## src/rtl/mem_bus_arbiter.sv

```systemverilog
// Two-master round-robin arbiter onto one native memory port; grant registered (1 cycle valid->s_valid), datapath combinational.
// Backpressure: the granted master stalls on s_ready; the other master waits, no preemption; optional watchdog faults a stall.
module mem_bus_arbiter #(
  parameter int unsigned TIMEOUT_CYCLES = 0,
  parameter int unsigned TIMEOUT_WIDTH  = 16
) (
  input  logic        clk,
  input  logic        resetn,
  input  logic        m0_valid,
  output logic        m0_ready,
  input  logic [3:0]  m0_wstrb,
  input  logic [31:0] m0_addr,
  input  logic [31:0] m0_wdata,
  output logic [31:0] m0_rdata,
  input  logic        m0_lock,
  output logic        m0_access_fault,
  input  logic        m1_valid,
  output logic        m1_ready,
  input  logic [3:0]  m1_wstrb,
  input  logic [31:0] m1_addr,
  input  logic [31:0] m1_wdata,
  output logic [31:0] m1_rdata,
  input  logic        m1_lock,
  output logic        m1_access_fault,
  output logic        s_valid,
  input  logic        s_ready,
  output logic [3:0]  s_wstrb,
  output logic [31:0] s_addr,
  output logic [31:0] s_wdata,
  input  logic [31:0] s_rdata,
  input  logic        s_access_fault,
  output logic [1:0]  grant
);

  typedef enum logic [1:0] {IDLE = 2'd0, GNT0 = 2'd1, GNT1 = 2'd2} state_t;

  localparam bit                       WD_EN   = (TIMEOUT_CYCLES != 0);
  localparam logic [TIMEOUT_WIDTH-1:0] WD_LAST = TIMEOUT_WIDTH'(TIMEOUT_CYCLES - 1);

  state_t                   state_q, state_d;
  logic                     last_q, last_d;  // 1 = m1 owned the last finished access
  logic [TIMEOUT_WIDTH-1:0] wd_q, wd_d;

  logic        own1;
  logic        g_valid, g_lock;
  logic [3:0]  g_wstrb;
  logic [31:0] g_addr, g_wdata;
  logic        timeout;
  logic        g_rdy, g_flt;
  logic [31:0] g_rd;

  always_ff @(posedge clk or negedge resetn) begin
    if (!resetn) begin
      state_q <= IDLE;
      last_q  <= 1'b1;
      wd_q    <= '0;
    end else begin
      state_q <= state_d;
      last_q  <= last_d;
      wd_q    <= wd_d;
    end
  end

  assign own1    = (state_q == GNT1);
  assign g_valid = own1 ? m1_valid : m0_valid;
  assign g_lock  = own1 ? m1_lock  : m0_lock;
  assign g_wstrb = own1 ? m1_wstrb : m0_wstrb;
  assign g_addr  = own1 ? m1_addr  : m0_addr;
  assign g_wdata = own1 ? m1_wdata : m0_wdata;

  // A slave response in the expiry cycle wins over the watchdog.
  assign timeout = WD_EN && (state_q == GNT0 || state_q == GNT1) &&
                   g_valid && !s_ready && (wd_q == WD_LAST);

  assign g_rdy = s_ready | timeout;
  assign g_flt = (s_access_fault & s_ready) | timeout;
  assign g_rd  = timeout ? 32'h0 : s_rdata;

  always_comb begin
    state_d         = state_q;
    last_d          = last_q;
    wd_d            = wd_q;
    s_valid         = 1'b0;
    s_wstrb         = '0;
    s_addr          = '0;
    s_wdata         = '0;
    grant           = 2'b00;
    m0_ready        = 1'b0;
    m0_access_fault = 1'b0;
    m0_rdata        = '0;
    m1_ready        = 1'b0;
    m1_access_fault = 1'b0;
    m1_rdata        = '0;

    case (state_q)
      GNT0, GNT1: begin
        s_valid = g_valid & ~timeout;
        s_wstrb = g_wstrb;
        s_addr  = g_addr;
        s_wdata = g_wdata;
        grant   = own1 ? 2'b10 : 2'b01;
        if (own1) begin
          m1_ready        = g_rdy;
          m1_access_fault = g_flt;
          m1_rdata        = g_rd;
        end else begin
          m0_ready        = g_rdy;
          m0_access_fault = g_flt;
          m0_rdata        = g_rd;
        end

        if (g_valid && s_ready) begin
          last_d = own1;
          wd_d   = '0;
          if (!g_lock) state_d = IDLE;
        end else if (timeout) begin
          last_d  = own1;
          wd_d    = '0;
          state_d = IDLE;
        end else if (!g_valid && !g_lock) begin
          wd_d    = '0;
          state_d = IDLE;
        end else if (g_valid && WD_EN) begin
          wd_d = wd_q + TIMEOUT_WIDTH'(1);
        end
      end
      default: begin
        wd_d = '0;
        if (m0_valid && m1_valid) state_d = last_q ? GNT0 : GNT1;
        else if (m0_valid)        state_d = GNT0;
        else if (m1_valid)        state_d = GNT1;
        else                      state_d = IDLE;
      end
    endcase
  end

endmodule
```

## config.mk

```make
export PLATFORM = sky130hd
export DESIGN_NAME = mem_bus_arbiter
export DESIGN_NICKNAME = d
export VERILOG_FILES = /design/src/rtl/mem_bus_arbiter.sv
export SDC_FILE = /design/constraint.sdc
export NUM_CORES = 1
export LEC_CHECK = 0
export BUFFER_PORTS_ARGS = -buffer_cell sky130_fd_sc_hd__clkbuf_2
export CORE_AREA = 2 2 122 124
export DETAILED_ROUTE_END_ITERATION = 8
export DIE_AREA = 0 0 124 126
export PLACE_DENSITY_LB_ADDON = 0.05
export SYNTH_ARGS = -nofsm -noshare
export SYNTH_HDL_FRONTEND = slang
export SYNTH_SLANG_ARGS = --single-unit
```

## constraint.sdc

```tcl
create_clock -name clk -period 1.8 [get_ports clk]
set_input_delay 0.09 -clock clk [delete_from_list [all_inputs] [get_ports clk]]
set_output_delay 0.09 -clock clk [all_outputs]
set_load 0.1 [all_outputs]
```

After elaboration in Yosys (flattened, before gate mapping)
Index checks and enable logic that the tools add are counted.

storage, ports and cells
  register bits = 3
  bits in latches = 0
  RAM bits = 0
  bits in read-only memories = 0
  word-level logic and storage cells = 46
  memories kept = 0

cells by class
  add/sub/neg operators = 0
  multiply operators = 0
  div/mod/pow operators = 0
  magnitude comparators = 0
  equality and inequality tests = 4
  shifts and indexed selects = 0
  mux-type cells = 31
  bitwise gates (word level) = 1
  reduce and logical (&&, ||, !) cells = 8

operators with widths
  operator            number
  $mux 32             8
  $mux 2              10
  $mux 1              11
  $mux 4              2
  $ne 3x3->1 const B  2
  $reduce_and 2->1    2
  $logic_and 1x1->1   3
  $eq 2x1->1 const B  1
  $eq 2x2->1 const B  1
  $logic_not 1->1     2
  $reduce_or 2->1     1
  $and 1x1->1         1

Depth between registers and ports, before layout
Gate-level depths: netlist of the first run.

  depth in word-level cells = 7
  depth in mapped cells = 7
  depth with buffers taken out = 5

Least setup slack after synthesis of the first run
Ideal clock, no wire load.

  path type = register to output
  start = register state_q[0]
  end = output s_addr[12]
  arrival = 2.384 ns
  data required time = 1.710 ns
  setup slack = -0.674 ns
  stages on the path, launching flop included = 8
  cells stage by stage = dfrtp_1 -> inv_1 -> ha_1 -> buf_6 -> buf_12 -> buf_12 -> mux2i_1 -> nor2_1

on the way
  cells in the longest elaborated chain, start to end = 3
  elaborated cells between the ends (all ways) = 5
  classes of those cells = 2 x eq/ne; 2 x mux; 1 x reduce/logical

RTL lines
  element                                            line    RTL
  start: declaration                                 40      state_t state_q, state_d;
  start signal: assignment                           58      state_q <= state_d;
  $eq 2x2->1 (*)                                     64      assign own1 = (state_q == GNT1);
  named net own1                                     44      logic own1;
  $mux 32 / $reduce_or 2->1 (equally long branches)  68, 95
  $mux 32 (*)                                        95      case (state_q)
  end: declaration                                   28      output logic [31:0] s_addr,

The timed path passes the listed nets; every way through them passes the cells marked *.

Worst setup path in the final report of the first run
  start = register state_q[0]
  end = output s_wdata[24]

on the way
  cells in the longest elaborated chain, start to end = 3
  elaborated cells between the ends (all ways) = 5
  classes of those cells = 2 x eq/ne; 2 x mux; 1 x reduce/logical

RTL lines
  element                                            line    RTL
  $eq 2x2->1 / $eq 2x1->1 (equally long branches)    64, 95
  $mux 32 / $reduce_or 2->1 (equally long branches)  69, 95
  $mux 32 (*)                                        95
  end: declaration                                   29      output logic [31:0] s_wdata,

Mark *: on every way between the ends. The rest lies on a longest branch, timed or not.

==> results of run 1 <==
cells in the mapped netlist, types with 2 or more instances:
master	count	area share
dfrtp_1	2	0.028
clkbuf_1	3	0.0062
buf_2	7	0.019
nor2_1	69	0.14
buf_4	4	0.017
and2_1	66	0.23
clkbuf_2	3	0.0083
mux2i_1	69	0.38
buf_12	5	0.055
inv_1	2	0.0041
o21ai_1	2	0.0055
nand3_1	2	0.0055
ha_1	3	0.021
cells in the final DEF (no fill, tap or decap), drive strengths merged:
master	n
and2	66
and3	1
and4b	1
buf	158
bufbuf	1
clkbuf	181
dfrtp	2
dfstp	1
dlygate4sd3	1
ha	3
inv	2
mux2	1
mux2i	70
nand2	1
nand2b	1
nand3	2
nor2	70
nor3b	1
o21ai	2
o22a	1
or2	1
registers in the layout, summed over array words and instances, names as in the netlist:
register,count
state_q,2
last_q,1
path summary, 6_finish.rpt:
| check | from | end | slack (ns) | cells past startpoint |
|---|---|---|---|---|
| max | state_q[0]$_DFFE_PN0P_ | s_wdata[24] | -0.02 | 6 |
| min | m0_valid | state_q[0]$_DFFE_PN0P_ | 0.15 | 3 |
| max reg2reg | state_q[0]$_DFFE_PN0P_ | state_q[1]$_DFFE_PN0P_ | 0.27 | 6 |
| min reg2reg | state_q[0]$_DFFE_PN0P_ | state_q[0]$_DFFE_PN0P_ | 0.61 | 2 |
| max in group asynchronous | resetn | last_q$_DFFE_PN1P_ | 1.40 | 2 |
| min in group asynchronous | resetn | state_q[1]$_DFFE_PN0P_ | 0.20 | 2 |
cell families (layout without fill, tap and decap cells):
kind of cell | count (synthesis) | in the layout | share of synthesized area
buffers and inverters | 26 | 343 | 0.124
AND/OR/NAND/NOR | 144 | 144 | 0.407
adder cells (fa/ha/maj) | 3 | 3 | 0.0207
multiplexers | 71 | 71 | 0.396
flip-flops | 3 | 3 | 0.0420
AO/OA/AOI/OAI | 3 | 3 | 0.0103
routing by layer:
| metal | share of wire | vias to the layer above | GRT usage |
|---|---|---|---|
| met5 | 0 | - | 0 |
| met4 | 0.0045 | 0 | 0.0159 |
| met3 | 0.098 | 5 | 0.0308 |
| met2 | 0.57 | 164 | 0.266 |
| met1 | 0.32 | 1289 | 0.134 |
| li1 | - | 1454 | - |
area by class of cell:
class / count / area, sq um / share of cell area
tap: 184 / 230 / 0.0360
inverter: 2 / 7.51 / 0.00117
sequential: 3 / 77.6 / 0.0121
clock buffer: 4 / 78.8 / 0.0123
timing repair buffer: 337 / 3980 / 0.622
multi-input combinational: 221 / 2020 / 0.316
worst max-delay path: stages, from the launching register on:
cell and delay (ns):
dfrtp_1 0.38, inv_2 0.11, ha_4 0.22, buf_12 0.23
mux2i_1 0.31, nor2_4 0.06, buf_12 0.17
what timing repair did:
action                                 4_1_cts  5_1_grt
setup endpoints to repair                  109      103
setup buffers                                4        4
pin swaps                                    1        0
hold buffers                                 1        0
endpoints found under the hold margin        3        0
gates resized for setup                     25       28
gates cloned                                 1        1
per-stage QoR:
step            util  setup TNS (ns)  instance area [sq um]  setup WS, ns  std cells
2_1_floorplan      -          -15.01                   2090        -0.235        250
3_3_place_gp   0.416               0                   5950         0.145        736
3_5_place_dp   0.416               0                   5950         0.115        736
4_1_cts        0.435          -0.180                   6230       -0.0195        746
5_1_grt        0.447           -1.92                   6390       -0.0793        751
6_report       0.447         -0.0459                   6390       -0.0220        751
==> impl_results.md, run 1 <==
* Status: complete, but fails checks
* Violated checks: negative setup slack
* Vias in the first global route at 2891
* Synth Flop Type: dfrtp_1
* Port Buffers at 314
* Max-cap violation count at 0
* Nets at 747
* Synth Area per Inst at 7.26 sq um
* Final WL at 11000 um
* Startpoint Class: flip-flop
* Register bit total from synthesis at 3
* H-tree depth at 1
* Maximum clock frequency at 549 MHz
* Distinct cell type count after synthesis at 26
* # fillers at 1348
* First DRT Iteration DRCs at 50
* Number of flops mapped to enable cells by yosys at 0
* Async SR Flop Fraction at 1.00
* PnR worst setup slack at -0.0220 ns
* Clk Latency, worst-skew pair at 0.23 ns
* CP Data Arrival Time at 1.73 ns
* Max FO, Critical Path at 24
* Num CTS Buffers at 3
* Share of cells above drive strength 1 at 0.889
* Sequential area share after synthesis at 0.0420
* Fin crit share at 1.01
* Clock sinks at 3
* Total global routing overflow at 0
* Mapped Nets at 429
* Vias per std cell at 3.88
* Routability Congestion at 0.768
* Hold Crit Class: input pin to flip-flop
* Synth warnings at 0
* First-pass GRT wire length at 15800 um
* Cell Area, Synth at 1820 sq um
* Pre-antenna DRT Iters at 4
* Worst Max-Slew Pin Slew at 0.550 ns
* Vias at 2912
* # rows at 44
* I/O pin total at 315
* Clock Path Buffers at 2
* Die height at 126 um
* Pin count of the biggest net entering global routing at 35
* Gate Count Post-Synth at 250
* Chip width at 124 um
* Crit. End Element: output port
* Hold slack at 0.145 ns
* Post-DR wirelength/cell at 14.6 um
* Residual DRC at 0
* WP data required at 1.71 ns
* Initial Util at 0.127
* Relative max-transition margin at 0.635
* Final Skew at 0.00124 ns
* CTS tree: built
* DP Wirelength at 9570 um
* Root buffer cell: clkbuf_16
* Antenna Nets Post-Route at 0
* ANT cells at 0
* Area Overhead vs Synth at 252%
* Initial antenna violation count at 0
* Die area at 15600 sq um
* Period minus WS final at 1.82 ns
* Worst-path clk slew at 0.03 ns
* Final Hold Viols at 0
* RSZ-0062 raised after global routing: true
* Total GRT Usage at 0.131
* Final Max Slew Viols at 0
* Critical path type: flip-flop to output port
* Final number of setup-violating endpoints at 5
* Core footprint at 14300 sq um
Power of run 1 is not shown: default switching activity piles up to over one toggle a cycle in this logic, so the estimate is an artifact.
==> run 2, diff against run 1 <==
- BUFFER_PORTS_ARGS: -buffer_cell sky130_fd_sc_hd__clkbuf_2 -> default
- DONT_BUFFER_PORTS: default -> 1
==> run 2 against run 1 <==
The flow still finishes with violations (negative setup slack). Clock skew about the same. Die area unchanged. Sequential share of layout area up 0.070 points. Worst hold slack worse by 0.12 ns. Routed wire length up 4.0%. Fmax down 2.2%. Critical path type unchanged.
==> impl_results.md, run 2 (synthesis results as in run 1) <==
* Hold Crit Class: input pin to flip-flop
* CP Data Arrival Time at 1.77 ns (+0.04 ns)
* # fillers at 1316 (-2.4%)
* Final Skew at 0.00102 ns (-0.000221 ns)
* Post-DR wirelength/cell at 19.4 um (+33%)
* Most frequent cells in the layout: buf_12, nor2_2, and2_2
* Vias in the first global route at 2532 (-12%)
* PnR worst setup slack at -0.0623 ns (-0.0404 ns)
* Most flop-heavy register: state_q
* Fin crit share at 1.03 (+0.0224)
* Share of cells above drive strength 1 at 0.916 (+0.0270)
* Core footprint at 14300 sq um (unchanged)
* WP data required at 1.71 ns (about the same)
* Num CTS Buffers at 3 (unchanged)
* Critical path type: flip-flop to output port
* ANT cells at 0 (unchanged)
* Pin count of the biggest net entering global routing at 24 (-31%)
* Largest register FFs at 2 (unchanged)
* Total GRT Usage at 0.130 (-0.000736)
* Final number of setup-violating endpoints at 56 (+51)
* Die area at 15600 sq um (unchanged)
* Critical-path cell list: inv_2 -> ha_4 -> buf_12 -> buf_16 -> mux2i_4 -> nor2_2 -> buf_12
* First DRT Iteration DRCs at 45 (-10%)
* Startpoint Class: flip-flop
* Most common cell on crit path: buf_12
* Initial Util at 0.127 (unchanged)
* Antenna Nets Post-Route at 0 (unchanged)
* Maximum clock frequency at 537 MHz (-2.2%)
* Max-cap violation count at 0 (unchanged)
* Final WL at 11400 um (+4.0%)
* Final Hold Viols at 0 (unchanged)
* Critical-path top delay cell: dfrtp_1
* Hold slack at 0.0293 ns (-0.116 ns)
* DP Wirelength at 8260 um (-14%)
* Most common cell after layout, fill and taps aside: buf_12
* I/O pin total at 315 (unchanged)
* Period minus WS final at 1.86 ns (+0.0404 ns)
* CTS tree: built
* Final Max Slew Viols at 0 (unchanged)
* Nets at 584 (-22%)
* Initial antenna violation count at 0 (unchanged)
* Crit. End Element: output port
* Chip width at 124 um (unchanged)
* # rows at 44 (unchanged)
* RSZ-0062 raised after global routing: true
* Area Overhead vs Synth at 233%
* Relative max-transition margin at 0.827 (+0.193)
* Clock sinks at 3 (unchanged)
* Root buffer cell: clkbuf_16
* Max FO, Critical Path at 7 (-71%)
* Pre-antenna DRT Iters at 4 (unchanged)
* Clk Latency, worst-skew pair at 0.22 ns (about the same)
* Die height at 126 um (unchanged)
* Violated checks: negative setup slack
* Status: complete, but fails checks
* Worst-path clk slew at 0.03 ns (about the same)
* Vias at 2446 (-16%)
* Vias per std cell at 4.16 (+7.3%)
* Total global routing overflow at 0 (unchanged)
* Residual DRC at 0 (unchanged)
* Largest regs: state_q (2), last_q (1)
* Routability Congestion at 0.763 (-0.69%)
* CP peak stage delay at 0.38 ns (about the same)
* First-pass GRT wire length at 15300 um (-3.4%)
* Port Buffers at 0 (-100%)
* Clock Path Buffers at 2 (unchanged)
* H-tree depth at 1 (unchanged)
* Worst Max-Slew Pin Slew at 0.254 ns (-0.297 ns)
run 2: repair_timing:
item | in CTS | in global routing
hold endpoints to repair | 3 | 0
setup buffers | 12 | 3
endpoints found under the setup margin | 104 | 131
gates resized for setup | 55 | 74
pin swaps | 4 | 2
hold buffers | 1 | 0
gates cloned | 7 | 3
run 2: path summary, 6_finish.rpt:
path                                         from                endpoint  slack (ns)  cells after the start
min in group asynchronous                  resetn  state_q[1]$_DFFE_PN0P_        0.12                      1
min reg2reg                    last_q$_DFFE_PN1P_  state_q[1]$_DFFE_PN0P_        0.61                      3
max in group asynchronous                  resetn      last_q$_DFFE_PN1P_        1.46                      1
max reg2reg                state_q[0]$_DFFE_PN0P_  state_q[0]$_DFFE_PN0P_        0.16                      6
min                                      m1_valid  state_q[1]$_DFFE_PN0P_        0.03                      2
max                        state_q[0]$_DFFE_PN0P_             s_wdata[24]       -0.06                      7
run 2: worst max-delay path: cells and delay by family (launching register included):
family	cells	cell delay, ns
buffers and inverters	4	0.59
DFF	1	0.38
muxes	1	0.26
adders and majority gates	1	0.24
and+or+nand+nor	1	0.07
run 2: cell type report:
cell class | count | area, sq um | area share
timing repair buffer | 173 | 3320 | 0.549
multi-input combinational | 222 | 2330 | 0.386
tap | 184 | 230 | 0.0381
clock buffer | 4 | 78.8 | 0.0130
inverter | 2 | 7.51 | 0.00124
sequential | 3 | 77.6 | 0.0128
run 2: per-layer routing:
layer / up-vias / global-route usage / share of wire
met5: - / 0 / 0
met4: 0 / 0.0165 / 0.0041
met3: 5 / 0.0231 / 0.091
met2: 169 / 0.262 / 0.58
met1: 1141 / 0.140 / 0.33
li1: 1131 / - / -
run 2: per-stage QoR:
stage                     area [sq um]  setup WS (ns)  cells  utilization  TNS [ns]
after CTS                         5630        -0.0624    582        0.394     -1.15
after global placement            4980        -0.0885    558        0.348     -2.31
after global routing              6050         -0.129    588        0.423     -7.12
final                             6050        -0.0623    588        0.423     -1.67
after floorplan                   2090         -0.235    250            -    -15.01
after detailed placement          4980        -0.0998    558        0.348     -2.62
Power of run 2 is left out for the same reason.
==> run 3, diff against run 2 <==
- ABC_AREA: default -> 1
- CAP_MARGIN: default -> 20
- CORE_AREA: 2 2 122 124 -> 2 2 123 125
- CTS_BUF_LIST: default -> sky130_fd_sc_hd__clkbuf_16
- DIE_AREA: 0 0 124 126 -> 0 0 125 127
==> run 3 against run 2 <==
The run still ends with negative setup slack left. Utilization increased by 0.35 points. Synthesized cell count increased by 63%. First-iteration DRC count rose by 29%. Fmax is 2.6% higher. Die area grew 1.6%. Final cell count rose by 23%. Routed wire length up 7.3%. Worst hold slack got worse by 0.019 ns. Critical path type unchanged. Highest routed layer unchanged.
==> impl_results.md, run 3 <==
* Hold depth at 2 (unchanged)
* Final WL at 12300 um (+7.3%)
* Nets at 722 (+24%)
* Worst Max-Slew Pin Slew at 0.411 ns (+0.158 ns)
* Relative max-transition margin at 0.726 (-0.102)
* Largest regs: state_q (2), last_q (1)
* Final number of setup-violating endpoints at 21 (-63%)
* Residual DRC at 0 (unchanged)
* Pin count of the biggest net entering global routing at 38 (+58%)
* DP Wirelength at 9870 um (+19%)
* Root buffer cell: clkbuf_16
* Maximum clock frequency at 551 MHz (+2.6%)
* Status: complete, but fails checks
* Vias in the first global route at 3192 (+26%)
* Final Skew at 0.00144 ns (+0.000423 ns)
* Critical-path top delay cell: dfrtp_1
* Crit path from: state_q[0]$_DFFE_PN0P_
* Max-cap violation count at 0 (unchanged)
* First-pass GRT wire length at 17800 um (+17%)
* Clk Latency, worst-skew pair at 0.23 ns (about the same)
* Post-DR wirelength/cell at 16.9 um (-13%)
* Cell Area, Synth at 1820 sq um (+0.34%)
* ANT cells at 0 (unchanged)
* WP data required at 1.71 ns (about the same)
* Number of flops mapped to enable cells by yosys at 0 (unchanged)
* Critical path type: flip-flop to output port
* H-tree depth at 1 (unchanged)
* Worst setup path endpoint: s_addr[20]
* Async SR Flop Fraction at 1.00 (unchanged)
* Final Max Slew Viols at 0 (unchanged)
* Share of cells above drive strength 1 at 0.631 (-0.285)
* Clock sinks at 3 (unchanged)
* PnR worst setup slack at -0.0148 ns (+0.0475 ns)
* Total global routing overflow at 0 (unchanged)
* Top-count cell post-synth: nor2_1
* CP top delay family: buffers and inverters
* Final Hold Viols at 0 (unchanged)
* R2R setup slack at 0.23 ns (+0.07 ns)
* Crit. End Element: output port
* Startpoint Class: flip-flop
* Register bit total from synthesis at 3 (unchanged)
* Setup TNS at -0.184 ns (+1.48 ns)
* Most common cell on crit path: buf_12
* CP Data Arrival Time at 1.72 ns (-0.05 ns)
* Sequential area share after synthesis at 0.0419 (-0.000144)
* Mapped Nets at 586 (+37%)
* Initial Util at 0.126 (-0.000534)
* Violated checks: negative setup slack
* RSZ-0062 raised after global routing: true
* Hold Crit Class: input pin to flip-flop
* Clock Path Buffers at 2 (unchanged)
* CTS tree: built
* Vias per std cell at 4.27 (+2.7%)
* Critical-path cell list: inv_2 -> ha_4 -> inv_6 -> buf_12 -> nor2_1 -> nor2_4 -> buf_12
* Gate Count Post-Synth at 407 (+63%)
* Vias at 3101 (+27%)
* Buffers plus inverters on the worst setup path at 4 (unchanged)
* Core footprint at 14400 sq um (+0.77%)
* Pre-antenna DRT Iters at 4 (unchanged)
* Port Buffers at 0 (unchanged)
* Worst r2r dst: state_q[0]$_DFFE_PN0P_
* Synth warnings at 0 (unchanged)
* Antenna Nets Post-Route at 0 (unchanged)
* First DRT Iteration DRCs at 58 (+29%)
* Synth Area per Inst at 4.48 sq um (-38%)
* Distinct cell type count after synthesis at 18 (-31%)
* Reg2Reg Depth at 9 (+3)
* Max FO, Critical Path at 37 (+30)
* Critical path depth in cells at 7 (unchanged)
* Initial antenna violation count at 0 (unchanged)
* Routability Congestion at 0.764 (+0.13%)
* Most frequent cells in the layout: buf_12, nor2_4, nand2_1
* Most flop-heavy register: state_q
* Num CTS Buffers at 3 (unchanged)
* Synth Flop Type: dfrtp_1
* Yosys top cell area share at 0.346 (-0.0343)
* CP peak stage delay at 0.39 ns (about the same)
* # rows at 44 (unchanged)
* Die area at 15900 sq um (+1.6%)
* Die height at 127 um (+0.79%)
* Crit Reg-Reg Startpoint: state_q[0]$_DFFE_PN0P_
* Fin crit share at 1.01 (-0.0264)
* Area Overhead vs Synth at 237%
* I/O pin total at 315 (unchanged)
* Top post-synthesis cells by area: nor2_1, o21ai_0, nand2_1, inv_1, buf_6
* Period minus WS final at 1.81 ns (-0.0475 ns)
* Most common cell after layout, fill and taps aside: buf_12
* Area leader, netlist: nor2_1
* Largest register FFs at 2 (unchanged)
* Post-synth top cells: nor2_1, nand2_1, o21ai_0
* Total GRT Usage at 0.140 (+0.00996)
* Worst-path clk slew at 0.03 ns (about the same)
* Chip width at 125 um (+0.81%)
## run 3: through the flow
stage	hold WS, ns	area [sq um]	setup WS [ns]	utilization	std cells
3_3_place_gp	-0.205	5620	0.0644	0.389	708
2_1_floorplan	-0.206	2660	-0.197	-	407
6_report	0.0108	6140	-0.0148	0.426	726
4_1_cts	0.00749	5760	-0.0319	0.399	714
3_5_place_dp	-0.205	5620	0.0313	0.389	708
5_1_grt	0.0252	6140	-0.0895	0.426	726
## run 3: cell type report
cell class                 instances  area, sq um
clock buffer                       3         75.1
clock inverter                     1         3.75
fill                            1435         8280
inverter                          44          211
tap                              184          230
timing repair buffer             164         3180
multi-input combinational        327         2360
sequential                         3         77.6
## run 3: timing repair
action / in CTS / in global routing
endpoints found under the hold margin: 3 / 0
setup buffers: 0 / 7
endpoints found under the setup margin: 72 / 99
gates resized for setup: 44 / 91
hold buffers: 1 / 0
pin swaps: 1 / 3
gates cloned: 1 / 5
## run 3: how the worst min path moves through the flow
stage | startpoint | slack [ns] | to
final | m1_valid | 0.01 | state_q[1]$_DFFE_PN0P_
after global routing | m1_valid | 0.03 | state_q[1]$_DFFE_PN0P_
after CTS | m1_valid | 0.007 | state_q[1]$_DFFE_PN0P_
after detailed placement | resetn | -0.20 | state_q[0]$_DFFE_PN0P_
after global placement | resetn | -0.20 | state_q[0]$_DFFE_PN0P_
after floorplan | resetn | -0.21 | state_q[0]$_DFFE_PN0P_
## run 3: logic make-up after synthesis
logic type | share of synthesized area
simple gates | 0.525
buf+inv | 0.214
compound gates | 0.199
fa+ha+maj | 0.0206
flops | 0.0419
## run 3: per-layer routing
layer | global-route usage | vias up | wire length (um)
met3 | 0.0762 | 9 | 1630
met4 | 0.0281 | 0 | 118
met5 | 0 | - | 0
li1 | - | 1504 | -
met2 | 0.258 | 184 | 6510
met1 | 0.139 | 1404 | 4000
Power of run 3 is left out for the same reason.
